--- config.mk ---
export PLATFORM = sky130hd
export DESIGN_NAME = sc_dm_line_fill
export DESIGN_NICKNAME = d
export VERILOG_FILES = /design/src/rtl/sc_dm_line_fill.sv
export SDC_FILE = /design/constraint.sdc
export NUM_CORES = 1
export LEC_CHECK = 0
export CORE_UTILIZATION = 33
export CTS_BUF_LIST = sky130_fd_sc_hd__clkbuf_8 sky130_fd_sc_hd__clkbuf_16
export CTS_CLUSTER_DIAMETER = 100
export DETAILED_ROUTE_END_ITERATION = 16
export PLACE_DENSITY = 0.85
export SYNTH_ARGS = -nofsm -noshare
export SYNTH_HDL_FRONTEND = slang
export SYNTH_SLANG_ARGS = --single-unit
--- constraint.sdc ---
create_clock -name clk -period 2 [get_ports clk]
set_input_delay 0.5 -clock clk [delete_from_list [all_inputs] [get_ports clk]]
set_output_delay 0.5 -clock clk [all_outputs]
set_load 0.01 [all_outputs]
--- src/rtl/sc_dm_line_fill.sv ---
// ---------------------------------------------------------------------------
// sc_dm_line_fill
// AXI4 read-burst line-fill engine for the direct-mapped simple cache. On a
// miss it fetches one aligned line with a single INCR burst and streams every
// beat straight into the cache data array as an indexed word write.
//
// Ports
//   clk, rst                 clock (rising edge), asynchronous active-high reset
//   miss_req_i / miss_addr_i miss request from the cache, held until granted
//   miss_gnt_o               one-cycle pulse: request accepted
//   fill_we_o                write one word into the cache data array
//   fill_index_o             set index of the line being filled
//   fill_word_o              word offset within the line
//   fill_data_o              word to write (combinational pass-through of rdata)
//   fill_done_o              one-cycle pulse: line complete
//   fill_err_o               valid with fill_done_o: bad RRESP or RLAST mismatch
//   m_axi_ar*                AXI read address channel (master side)
//   m_axi_r*                 AXI read data channel (master side)
//
// Handshake semantics: a transfer happens on a rising edge where valid and
// ready are both high; valid never drops and its payload never changes while
// it is waiting for ready. rready is held high for the whole DATA phase since
// the cache array absorbs one word per cycle.
// ---------------------------------------------------------------------------
`timescale 1ns/1ps
module sc_dm_line_fill #(
    parameter int ADDR_WIDTH = 32,
    parameter int DATA_WIDTH = 32,
    parameter int LINE_WORDS = 4,
    parameter int INDEX_BITS = 8
) (
    input  logic                          clk,
    input  logic                          rst,
    input  logic                          miss_req_i,
    input  logic [ADDR_WIDTH-1:0]         miss_addr_i,
    output logic                          miss_gnt_o,
    output logic                          fill_we_o,
    output logic [INDEX_BITS-1:0]         fill_index_o,
    output logic [$clog2(LINE_WORDS)-1:0] fill_word_o,
    output logic [DATA_WIDTH-1:0]         fill_data_o,
    output logic                          fill_done_o,
    output logic                          fill_err_o,
    output logic [ADDR_WIDTH-1:0]         m_axi_araddr,
    output logic [7:0]                    m_axi_arlen,
    output logic [2:0]                    m_axi_arsize,
    output logic [1:0]                    m_axi_arburst,
    output logic                          m_axi_arvalid,
    input  logic                          m_axi_arready,
    input  logic [DATA_WIDTH-1:0]         m_axi_rdata,
    input  logic [1:0]                    m_axi_rresp,
    input  logic                          m_axi_rlast,
    input  logic                          m_axi_rvalid,
    output logic                          m_axi_rready
);

    localparam int WORD_BITS = $clog2(LINE_WORDS);
    localparam int OFF_BITS  = WORD_BITS + 2;
    // One extra bit so the beat counter can represent "line full".
    localparam int CNT_BITS  = WORD_BITS + 1;

    localparam logic [CNT_BITS-1:0]   LAST_CNT = CNT_BITS'(LINE_WORDS - 1);
    localparam logic [CNT_BITS-1:0]   FULL_CNT = CNT_BITS'(LINE_WORDS);
    localparam logic [ADDR_WIDTH-1:0] OFF_MASK = ADDR_WIDTH'((1 << OFF_BITS) - 1);

    typedef enum logic [1:0] {
        S_IDLE = 2'd0,
        S_ADDR = 2'd1,
        S_DATA = 2'd2,
        S_DONE = 2'd3
    } state_t;

    state_t                  state_q, state_d;
    logic [CNT_BITS-1:0]     count_q, count_d;
    logic                    err_q, err_d;
    logic [ADDR_WIDTH-1:0]   line_addr_q;
    logic [INDEX_BITS-1:0]   index_q;
    logic                    gnt_q;
    logic                    accept;

    // A request is only looked at in IDLE; the grant is registered so it
    // appears in the first ADDR cycle and is 0 while reset is asserted.
    assign accept = (state_q == S_IDLE) && miss_req_i;

    always_ff @(posedge clk or posedge rst) begin
        if (rst) begin
            state_q     <= S_IDLE;
            count_q     <= '0;
            err_q       <= 1'b0;
            line_addr_q <= '0;
            index_q     <= '0;
            gnt_q       <= 1'b0;
        end else begin
            state_q <= state_d;
            count_q <= count_d;
            err_q   <= err_d;
            gnt_q   <= accept;
            if (accept) begin
                line_addr_q <= miss_addr_i & ~OFF_MASK;
                index_q     <= miss_addr_i[OFF_BITS +: INDEX_BITS];
            end
        end
    end

    always_comb begin
        state_d       = state_q;
        count_d       = count_q;
        err_d         = err_q;
        m_axi_arvalid = 1'b0;
        m_axi_rready  = 1'b0;
        fill_we_o     = 1'b0;
        fill_done_o   = 1'b0;
        fill_err_o    = 1'b0;
        case (state_q)
            S_IDLE: begin
                if (miss_req_i) state_d = S_ADDR;
            end
            S_ADDR: begin
                m_axi_arvalid = 1'b1;
                if (m_axi_arready) begin
                    state_d = S_DATA;
                    count_d = '0;
                end
            end
            S_DATA: begin
                m_axi_rready = 1'b1;
                if (m_axi_rvalid) begin
                    // Beats past the end of the line are drained, not written.
                    fill_we_o = (count_q < FULL_CNT);
                    if (fill_we_o) count_d = count_q + CNT_BITS'(1);
                    if (m_axi_rresp != 2'b00) err_d = 1'b1;
                    if (m_axi_rlast) begin
                        if (count_q != LAST_CNT) err_d = 1'b1;
                        state_d = S_DONE;
                    end else if (count_q >= LAST_CNT) begin
                        // Line is (or now becomes) full and the slave keeps going.
                        err_d = 1'b1;
                    end
                end
            end
            S_DONE: begin
                fill_done_o = 1'b1;
                fill_err_o  = err_q;
                err_d       = 1'b0;
                state_d     = S_IDLE;
            end
            default: state_d = S_IDLE;
        endcase
    end

    assign miss_gnt_o    = gnt_q;
    assign fill_index_o  = index_q;
    assign fill_word_o   = count_q[WORD_BITS-1:0];
    assign fill_data_o   = fill_we_o ? m_axi_rdata : '0;
    assign m_axi_araddr  = line_addr_q;
    assign m_axi_arlen   = 8'(LINE_WORDS - 1);
    assign m_axi_arsize  = 3'b010;
    assign m_axi_arburst = 2'b01;

endmodule
==> out/metrics.cfg <==
[clock_network]
clock_latency_ns=0.29
cts_inserted_buffers=5
cts_tree=yes
clock_path_buffers=2
h-tree-depth=2
clk_pin_slew_ns=0.07
clock_sinks=35
cts_root_buf=clkbuf_8

[placement]
numPortBuffers=143
place_hpwl_um=4202
place_congestion=0.7816

[sta]
hold_viol_final=0
setup_ws_ns=-0.06906
setup_viol=17
min_period_ns=2.069
holdWs_ns=0.5056
finalClockSkew_ns=0.006847
tns_ns=-0.8378
period_share_pct=103.5
rsz0062_at_grt=true
slew_violations=0
max_freq_ghz=0.4833

[status]
run_status=finished with violations
failed_checks=setup timing

[critical_path]
crit_path_start=state_q[0]
r2r_start=state_q[1]
reg2reg_to=state_q[1]
cp-start-kind=flip-flop
crit_arrival_ns=1.57
r2r_slack_ns=0.08
cp_max_fo=8
r2r_cells=7
required_ns=1.50
crit_path_end=fill_data_o[17]
path_class=flip-flop to output port
endpoint_kind=output port

[logic_synthesis]
synth_area_per_cell_um2=11.20
yosys_warnings=0
synth_edf_count=0
syn_inst=178
ys_types=32
synthArstFlopShare_pct=100.0
synth_area_um2=1993
synth-seq-cells=35
synthFlopType=dfrtp_1
ys_seq_area_share_pct=43.94

[run]
drv_cap=0

[floorplan]
start_util_pct=35.12
fp-row-count=27
die_w_um=79.72
die_area_um2=6354
design.core.area_um2=5675
dieHeight_um=79.72
ios=165

[global_route]
grt_pass1_vias=1713
grt_pass1_wl_um=8224
grt.total_usage_pct=17.02
grt_max_degree=30
grt_overflow=0
grt_antenna_before_repair=0

[routing]
drt_iter0_markers=59
drcViolationCount=0
routedWlPerCell_um=13.92
vias_per_cell=4.406
drtAntennaViolNets=0
via_count=1749
wl_um=5525
dr.pass1.iters=4

[power_and_ir_drop]
cellPowerDensity_nw_per_um2=1249
p_leak_nw=1.669
ir_worst_vdd_mv=0.7500

[final_layout]
drive_gt1_share_pct=34.77
diodes=0
multiInputGateArea_um2=977.2
area_growth_pct=81.04
num-fill-cells=469
nNetsFinal=403
ff_latch_area_um2=875.8

[worst_hold_path]
hold_path_class=input port to async pin

flip-flops by register name, indices dropped and copies added (netlist names):
signal,flops
miss_gnt_o,1
m_axi_araddr,21
count_q,3
err_q,1
state_q,2
fill_index_o,7
where the power goes:
part,leakage [nW],internal (mW),total [mW],switching [mW]
clock network,0.0526,0.277,0.527,0.251
logic,1.20,1.69,2.72,1.03
registers,0.420,1.06,1.26,0.207
worst min path at each step:
stage                     start          endpoint  slack, ns  cells past startpoint
2_1_floorplan             err_q             err_q       0.46                      1
4_1_cts                     rst  m_axi_araddr[11]       0.51                      3
5_1_grt        m_axi_araddr[26]  m_axi_araddr[26]       0.52                      1
6_report                    rst  m_axi_araddr[11]       0.51                      3
3_3_place_gp              err_q             err_q       0.48                      1
3_5_place_dp   m_axi_araddr[31]  m_axi_araddr[31]       0.49                      1
layout make-up:
type	count	area share, %
sequential	35	24.27
multi-input combinational	116	27.08
inverter	7	0.7282
clock buffer	6	2.288
tap	72	2.497
timing repair buffer	159	42.79
clock inverter	2	0.3467
synth_stat cells (all sizes together) (2+ instances only):
cell type  number  area [µm²]
dfrtp          35       875.8
and2           33       206.5
buf            32       234.0
mux2           29       330.3
ha              7       87.58
inv             7       26.28
nand2           6       22.52
clkbuf          3       11.26
nor2            3       13.77
nor2b           3       26.27
a21oi           2       10.01
a22o            2       18.77
conb            2       7.510
nor3            2       10.01
metal layers:
| metal | GRT usage (%) | up-vias | part of all wire [%] |
|---|---|---|---|
| met4 | 7.091 | 0 | 1.5 |
| met1 | 19.05 | 817 | 36 |
| met3 | 5.257 | 8 | 9.3 |
| li1 | - | 829 | - |
| met5 | 0 | - | 0 |
| met2 | 29.66 | 95 | 53 |
placed cells by master (no fill, tap or decap), types with 2 or more instances in the layout:
cell | Yosys | routed
buf_6 | 1 | 20
inv_1 | 7 | 7
and2_1 | 33 | 14
mux2_2 | 28 | 28
ha_1 | 7 | 5
nor2b_1 | 2 | 2
buf_4 | 27 | 11
dfrtp_1 | 35 | 35
nor2_1 | 2 | 2
nor3_1 | 2 | 2
conb_1 | 2 | 17
dlygate4sd2_1 | 0 | 4
buf_12 | 0 | 2
clkdlybuf4s50_1 | 0 | 105
a21oi_1 | 2 | 2
nand2_1 | 6 | 5
clkbuf_8 | 0 | 6
and2_4 | 0 | 19
buf_2 | 4 | 15
repair_timing:
action / 4_1_cts / 5_1_grt
hold endpoints to repair: 0 / 0
setup buffers: 2 / 1
cloned: 1 / 1
hold buffers: 0 / 0
resized for setup: 153 / 32
setup endpoints to repair: 37 / 33
pin swaps: 3 / 10
cell families (layout without fill, tap and decap cells):
family	count (synthesis)	in the layout	synth area share, %
muxes	29	29	16.57
and+or+nand+nor	53	53	16.07
other	2	17	0.3768
DFF	35	35	43.94
buffers and inverters	42	174	13.62
adders and majority gates	7	7	4.394
AOI/OAI and AO/OA	10	10	5.023
through the flow:
step	cell area [µm²]	instances	util (%)	power [mW]	worst slack, ns
finish	3608	397	63.58	4.508	-0.06906
global route	3608	397	63.58	4.805	-0.1256
CTS	3467	396	61.09	4.459	-0.1126
detailed placement	3441	385	60.63	3.899	-0.6209
global placement	3441	385	60.63	3.823	-0.5871
floorplan	2049	193	-	2.592	0.02961
critical path, stage by stage, from the launching register on:
cell,delay (ns)
dfrtp_1,0.39
inv_2,0.08
ha_4,0.15
nand2_4,0.05
nor2_4,0.11
buf_6,0.13
clkbuf_16,0.14
and2_4,0.14
buf_6,0.09
(Power assumes the default switching activity.)
==> edit: new RTL, config.mk and constraints unchanged <==
Reset style: synchronous (`rst`), changed in one clocked block. Comments in the files are not updated.
--- a/src/rtl/sc_dm_line_fill.sv
+++ b/src/rtl/sc_dm_line_fill.sv
@@ -81,7 +81,7 @@
     // appears in the first ADDR cycle and is 0 while reset is asserted.
     assign accept = (state_q == S_IDLE) && miss_req_i;
 
-    always_ff @(posedge clk or posedge rst) begin
+    always_ff @(posedge clk) begin
         if (rst) begin
             state_q     <= S_IDLE;
             count_q     <= '0;
Formal check against the unedited RTL: differs if rst is asserted again (counterexample within 4 cycles, from zero or initial values and one cycle with rst high); with rst held inactive, the same outputs for 10 cycles.
==> edit against the original RTL <==
Wire length is 4.4% higher. Synthesized area decreased by 6.0%. Count of clock-buffer cells in the layout fell by 1. Highest routed layer unchanged. Sequential share of layout area down 3.9 points. Sequential cell count unchanged. Setup slack better by 0.11 ns. Largest cell class unchanged. Final area down 4.6%. Clock skew shrank 0.00054 ns. Critical path type unchanged.
Power is not compared: it rests on default switching activity, and its combinational part moved more than twofold at a synthesized area within 25%.
==> edit: results (changes against the original RTL) <==
Global route
  • Routing usage on met2: 0.360 (+0.0636)
  • M1 GR Usage: 0.193 (+0.00293)
  • Vias in the first global route: 1914 (+12%)
  • Largest net degree at the start of global routing: 37 (+23%)
  • First-pass GRT wire length: 9090 um (+11%)
  • Routing usage on met3: 0.0718 (+0.0192)
  • GRT Total Usage: 0.189 (+0.0190)

Place
  • Worst slack, placed: -0.553 ns (+0.0682 ns)
  • DP Wirelength: 4240 um (+0.89%)
  • Final RePlAce weighted congestion: 0.705 (-9.8%)

Setup path
  • Crit path from: state_q[0]$_SDFFE_PP0P_
  • Crit path arrival time: 1.45 ns (-0.12 ns)
  • CP Capture Point: fill_data_o[18]
  • Crit path max fanout: 7 (-1)
  • Worst R2R Setup Slack: 0.38 ns (+0.30 ns)
  • RR Startpoint: state_q[1]$_SDFFE_PP0P_
  • Reg-to-reg endpoint: state_q[0]$_SDFFE_PP0P_
  • Worst r2r path cells: 6 (-1)

Synthesis
  • Async SR Flop Fraction: 0 (-1.00)
  • Flops & latches, synth: 35 (unchanged)
  • Complex-gate fraction of the synthesized area: 0.112 (+0.0619)
  • Post-synthesis adder-cell area fraction: 0.0467 (+0.00279)
  • Distinct cells, synth: 31 (-3.1%)
  • Post-synthesis xor/xnor area fraction: 0 (unchanged)
  • Post-synth top cells: nand2_1, dfxtp_1, and2_1
  • Post-synthesis sequential area ratio: 0.374 (-0.0656)
  • Synth top area cells: dfxtp_1, buf_4, nand2_1, and2_1, a21oi_1
  • Ys flop type: dfxtp_1
  • Multiplexer area fraction after synthesis: 0.0160 (-0.150)

Cells and area
  • Fillers: 475 (+1.3%)
  • Multi-input gates: 175 (+51%)
  • FF+latch area: 703 um^2 (-20%)
  • Clock-cell share of area: 0.0327 (+0.00635)
  • Inverters excl. clock: 5 (-2)
  • Non-clk bufs: 159 (unchanged)
  • Multi-input logic area: 1000 um^2 (+2.4%)
  • Share of layout cells above drive strength 1: 0.220 (-0.128)
  • Non-clk buf share: 0.441 (+0.0129)
  • Nets: 460 (+14%)
  • Clk_buf instances: 5 (-1)

Routing
  • Met2 WL: 3030 um (+3.2%)
  • Initial DRC Count: 73 (+24%)
  • Wire length on met3: 541 um (+5.0%)
  • Total routed wirelength: 5770 um (+4.4%)
  • DRT Pass-1 Iters: 4 (unchanged)
  • DRT met1 WL: 2170 um (+8.9%)
  • Via/cell ratio: 4.39 (-0.31%)

Clock network
  • H-tree Lvls: 2 (unchanged)
  • PostCTS Resize Cnt: 145 (-5.2%)
  • Clock Pin Slew Worst Setup and Hold Paths: 0.07 ns (about the same)
  • Clock Latency Late Sink: about 0.28 ns
  • Post-CTS setup buffers: 3 (+1)

Pwr
  • Maximum vdd drop: slightly below 800 uV

Hold path
  • Hold endpoint: m_axi_araddr[12]$_SDFFE_PP0P_
  • Hold path cells: 2
  • Hold Crit Class: reg2reg

Timing
  • Clock skew: 0.00631 ns (-0.000542 ns)
  • Min Tclk post-route: 1.95 ns (-0.114 ns)

Status
  • Status: finished clean
==> edit: cell types whose count changed after synthesis, sizes merged, moves of 3 or more <==
cell | unedited run | this run
dfrtp | 35 | 0
a21oi | 2 | 28
clkbuf | 3 | 6
mux2 | 29 | 0
nand2b | 1 | 5
mux2i | 0 | 3
dfxtp | 0 | 35
nand2 | 6 | 60
==> edit: report_power, final <==
part	switching, uW	total (uW)	internal, uW
logic	587	1290	701
registers	67.6	883	815
clock network	258	629	371
==> edit: through the flow <==
step | hold slack (ns) | util | instances | area [um^2]
floorplan | 0.479 | - | 255 | 1930
CTS | 0.459 | 0.605 | 456 | 3330
detailed placement | 0.449 | 0.597 | 443 | 3290
finish | 0.459 | 0.625 | 454 | 3440
global route | 0.477 | 0.625 | 454 | 3440
global placement | 0.441 | 0.597 | 443 | 3290
==> edit: worst max-delay path, stage by stage, from the launching register on <==
cell	delay [ns]
dfxtp_2	0.32
inv_2	0.07
ha_4	0.15
nand2_4	0.05
nor2_4	0.17
buf_6	0.16
and2_1	0.12
buf_2	0.12
